### src/rtl/sseg_scan_ctrl.sv
// sseg_scan_ctrl: time-multiplexed common-anode 7-segment scan controller with frame-synchronous double buffering.
module sseg_scan_ctrl #(
  parameter int NUM_DIGITS    = 4,
  parameter int SCAN_DIV      = 50000,
  parameter int BLANK_CYCLES  = 1,
  parameter int BLANK_LEADING = 1
) (
  input  logic                    clk,
  input  logic                    rst,
  input  logic                    load,
  input  logic [4*NUM_DIGITS-1:0] bcd_in,
  input  logic [NUM_DIGITS-1:0]   dp_in,
  output logic [3:0]              bcd_out,
  output logic [NUM_DIGITS-1:0]   an,
  output logic                    dp,
  output logic                    frame_tick,
  output logic                    pending
);
  localparam int CW = $clog2(SCAN_DIV);
  localparam int IW = $clog2(NUM_DIGITS);
  logic [CW-1:0]           r_cnt;
  logic [IW-1:0]           r_idx;
  logic [4*NUM_DIGITS-1:0] r_act, r_shd;
  logic [NUM_DIGITS-1:0]   r_act_dp, r_shd_dp, r_an;
  logic [3:0]              r_bcd;
  logic                    r_dp, r_tick, r_pend;
  logic                    w_adv, w_wrap, w_blk;
  logic [CW-1:0]           w_cnt_nx;
  logic [IW-1:0]           w_idx_nx;
  logic [NUM_DIGITS-1:0]   w_lz;
  logic [3:0]              w_dig;
  assign w_adv    = r_cnt == CW'(SCAN_DIV - 1);
  assign w_wrap   = w_adv && r_idx == IW'(NUM_DIGITS - 1);
  assign w_cnt_nx = w_adv ? '0 : r_cnt + 1'b1;
  assign w_idx_nx = !w_adv ? r_idx : w_wrap ? '0 : r_idx + 1'b1;
  assign w_dig    = r_act[{r_idx, 2'b00} +: 4];
  // w_lz[k]: every active digit at position k and above is zero
  always_comb begin
    w_lz = '0;
    for (int k = 0; k < NUM_DIGITS; k++)
      w_lz[k] = (r_act >> (4 * k)) == '0;
  end
  assign w_blk = BLANK_LEADING != 0 && r_idx != '0 && w_lz[r_idx];
  always_ff @(posedge clk) begin
    if (rst) begin
      r_cnt    <= '0;
      r_idx    <= '0;
      r_act    <= '0;
      r_shd    <= '0;
      r_act_dp <= '0;
      r_shd_dp <= '0;
      r_pend   <= 1'b0;
      r_tick   <= 1'b0;
      r_an     <= '1;
      r_bcd    <= 4'hF;
      r_dp     <= 1'b1;
    end else begin
      r_cnt  <= w_cnt_nx;
      r_idx  <= w_idx_nx;
      // pre-decoded so the registered tick lands in the wrap cycle itself
      r_tick <= w_cnt_nx == CW'(SCAN_DIV - 1) && w_idx_nx == IW'(NUM_DIGITS - 1);
      if (load && w_wrap) begin
        r_act    <= bcd_in;
        r_act_dp <= dp_in;
        r_pend   <= 1'b0;
      end else if (w_wrap && r_pend) begin
        r_act    <= r_shd;
        r_act_dp <= r_shd_dp;
        r_pend   <= 1'b0;
      end else if (load) begin
        r_shd    <= bcd_in;
        r_shd_dp <= dp_in;
        r_pend   <= 1'b1;
      end
      r_an  <= (32'(r_cnt) < BLANK_CYCLES) ? '1 : ~(NUM_DIGITS'(1) << r_idx);
      r_bcd <= w_blk ? 4'hF : w_dig;
      r_dp  <= ~r_act_dp[r_idx];
    end
  end
  assign an         = r_an;
  assign bcd_out    = r_bcd;
  assign dp         = r_dp;
  assign frame_tick = r_tick;
  assign pending    = r_pend;
endmodule
### config.mk
export PLATFORM = sky130hd
export DESIGN_NAME = sseg_scan_ctrl
export DESIGN_NICKNAME = d
export VERILOG_FILES = /design/src/rtl/sseg_scan_ctrl.sv
export SDC_FILE = /design/constraint.sdc
export NUM_CORES = 1
export LEC_CHECK = 0
export ABC_AREA = 1
export BUFFER_PORTS_ARGS = -buffer_cell sky130_fd_sc_hd__clkbuf_2
export CAP_MARGIN = 5
export CORE_MARGIN = 5
export CORE_UTILIZATION = 55
export CTS_BUF_LIST = sky130_fd_sc_hd__clkbuf_2 sky130_fd_sc_hd__clkbuf_4 sky130_fd_sc_hd__clkbuf_8
export DETAILED_ROUTE_END_ITERATION = 12
export MAX_ROUTING_LAYER = met4
export PLACE_DENSITY = 0.79
export SETUP_SLACK_MARGIN = 0.05
export SLEW_MARGIN = 25
export SYNTH_ARGS = -nofsm -noshare
export SYNTH_HDL_FRONTEND = slang
export SYNTH_SLANG_ARGS = --single-unit
### constraint.sdc
create_clock -name clk -period 4.7 [get_ports clk]
set_input_delay 0.235 -clock clk [delete_from_list [all_inputs] [get_ports clk]]
set_output_delay 0.235 -clock clk [all_outputs]
set_load 0.05 [all_outputs]
==> summary.md <==
| Metric | Value |
|---|---|
| Total length of routed wires | `7400 um` |
| Routed vias | `3039` |
| Number of remaining DRC errors | `0` |
| WS Path Type | `flop to flop` |
| CTS H-tree depth | `3` |
| Die height | `86.2 um` |
| Number of global-route vias before repair | `2830` |
| First-pass GRT wire length | `12600 um` |
| Io pins | `34` |
| Leak Pwr | `1.43 nW` |
| Req. time, crit path | `4990 ps` |
| TritonCTS clock tree | `built` |
| RSZ-0062 raised after global routing | `false` |
| Seq/Total Area, Yosys | `43.3%` |
| Crit start category | `flop` |
| Worst-path fanout max | `23` |
| Clock sink count | `69` |
| PwrDens | `350 nW/um^2` |
| Synthesis-stage register bit count | `69` |
| Die area | `7430 um^2` |
| Core ar. | `5570 um^2` |
| Inserted Diodes | `0` |
| YS warnings | `0` |
| Grt ovf | `0` |
| Cell area after synthesis | `3190 um^2` |
| Vias/cell | `5.72` |
| CTS Hold Buffers Added | `0` |
| Routed WL per cell | `13.9 um` |
| Post-Synthesis Cells | `435` |
| Final setup viols | `0` |
| Chip Width | `86.2 um` |
| Max cap viols | `0` |
| Final GP Congestion | `0.938` |
| Syn_area_per_cell | `7.34 um^2` |
| Pins over their slew limit | `0` |
| Detail Route Antenna Nets | `0` |
| Hold Vio Cnt, Final | `0` |
| Post_cts resized | `0` |
| Area grow syn2layout | `11.3%` |
| Number of port buffers | `33` |
| Post-route core utilization | `63.7%` |
| Highest clock rate | `412 MHz` |
| Ratio of cells with drive above 1 in the final layout | `13.7%` |
| Clk_skew | `15.3 ps` |
| Initial core utilization | `57.3%` |
| Non-filler cells, final | `531` |
| VDD IR-drop max | `0.000209 V` |
| Num CTS Buffers | `9` |
| CTS Root Buffer Type | `clkbuf_8` |
| Status | `complete, no violations` |
| Largest net degree at the start of global routing | `42` |
| CP Capture Type | `flop` |
| Initial DRC Count | `170` |
| Synth Net Count | `464` |
| Clock period minus final worst setup slack | `2430 ps` |
| Tightest Hold Check Type | `input port to flop` |
| Number of cell rows | `27` |
| DRT Pass-1 Iters | `5` |
| Post-DP HPWL | `5040 um` |
| Fill cells | `509` |
| Synth cell types | `27` |
| TNS Setup | `0 ps` |
| Layout net count | `483` |
| Setup WS pre-CTS | `2320 ps` |
| Worst-margin pin slew | `806 ps` |
| Post-CTS Setup Bufs | `0` |
| Worst-skew pair later-pin latency | `350 ps` |
| Total chip power | `1.24 mW` |
| GR Util All Layers | `21.7%` |
| Final worst setup slack | `2270 ps` |
| Longest Clk Path Bufs | `2` |
| Initial antenna violation count | `0` |
| Rel. slew slack | `46.2%` |
| Crit path DAT | `2720 ps` |
| Placed cell count | `515` |
| Final cycle utilization of the critical path | `51.7%` |
| Clock transition at path regs | `90 ps` |
registers in the layout (all words and copies together) (netlist names):
register and cells:
bcd_out 4, r_shd_dp 4, r_cnt 16, r_act_dp 4, frame_tick 1, dp 1
r_shd 16, r_act 16, pending 1, r_idx 2, an 4
through the flow:
stage               instance area [um^2]  hold slack (ps)
CTS                                 3550              138
global placement                    3330              449
global route                        3550              133
finish                              3550              146
floorplan                           3190              400
detailed placement                  3330              459
placed cells by master, fill, tap and decap left out, drive strengths merged:
| cell type | n |
|---|---|
| a21oi | 46 |
| a31oi | 1 |
| bufinv | 2 |
| clkbuf | 42 |
| clkinv | 2 |
| dfxtp | 69 |
| ha | 6 |
| inv | 34 |
| nand2 | 56 |
| nand3 | 39 |
| nand3b | 4 |
| nand4 | 8 |
| nor2 | 57 |
| nor3 | 8 |
| nor4 | 1 |
| o21ai | 59 |
| o21bai | 3 |
| o22ai | 21 |
| xnor2 | 1 |
worst max-delay path, stage by stage (launching register included):
cell	delay (ps)
dfxtp_1	670
ha_1	330
nand3_4	280
nor2_2	720
o22ai_1	180
a21oi_1	170
kinds of logic (layout without fill, tap and decap cells):
| family | count (synthesis) | in the layout | share of synthesized area (%) |
|---|---|---|---|
| AND/OR/NAND/NOR | 173 | 173 | 25.2 |
| AO/OA/AOI/OAI | 130 | 130 | 21.5 |
| flip-flops | 69 | 69 | 43.3 |
| buffers and inverters | 56 | 80 | 7.48 |
| adder cells (fa/ha/maj) | 6 | 6 | 2.35 |
| XOR/XNOR | 1 | 1 | 0.274 |
area by class of cell:
cell class                 count  area (um^2)  share of cell area (%)
clock buffer                   9          124                    3.49
timing repair buffer          33          165                    4.65
multi-input combinational    310         1570                    44.3
tap                           72         90.1                    2.54
sequential                    69         1380                    38.9
clock inverter                 7          104                    2.92
inverter                      31          116                    3.27
worst paths after layout:
check	from	endpoint	slack (ps)	cells past startpoint
hold reg to reg	r_cnt[0]	r_cnt[0]	470	1
setup / recovery	r_idx[0]	r_act[6]	2270	5
setup reg to reg	r_idx[0]	r_act[6]	2270	5
hold / removal	bcd_in[6]	r_shd[6]	150	3
where the power goes:
part	internal (mW)	switching, mW	total [mW]	leakage [nW]
clock	0.307	0.251	0.558	0.115
combinational	0.0259	0.0514	0.0773	0.754
sequential	0.599	0.00763	0.607	0.562
total	0.932	0.310	1.24	1.43
synth_stat cells, drive strengths merged:
library cell | count | area share [%]
inv | 30 | 3.5
ha | 6 | 2.4
clkinv | 1 | 0.12
nand2 | 56 | 6.7
a21oi | 46 | 7.2
a31oi | 1 | 0.20
nor3 | 8 | 1.3
nand4 | 8 | 1.6
o21bai | 3 | 0.71
buf | 14 | 2.5
nor4 | 1 | 0.20
o21ai | 59 | 9.2
xnor2 | 1 | 0.27
o22ai | 21 | 4.1
nand3b | 4 | 0.94
nand3 | 39 | 6.9
nor2 | 57 | 7.6
dfxtp | 69 | 43
clkbuf | 11 | 1.3
layer usage:
metal,track usage [%],routed length [um],share of wire [%],up-vias
li1,-,-,-,1536
met1,27.6,3490,47,1383
met2,31.8,3310,45,100
met3,5.70,400,5.4,20
met4,10.8,195,2.6,0
met5,-,0,0,-
Note: power is estimated with default switching activity, not from simulation.
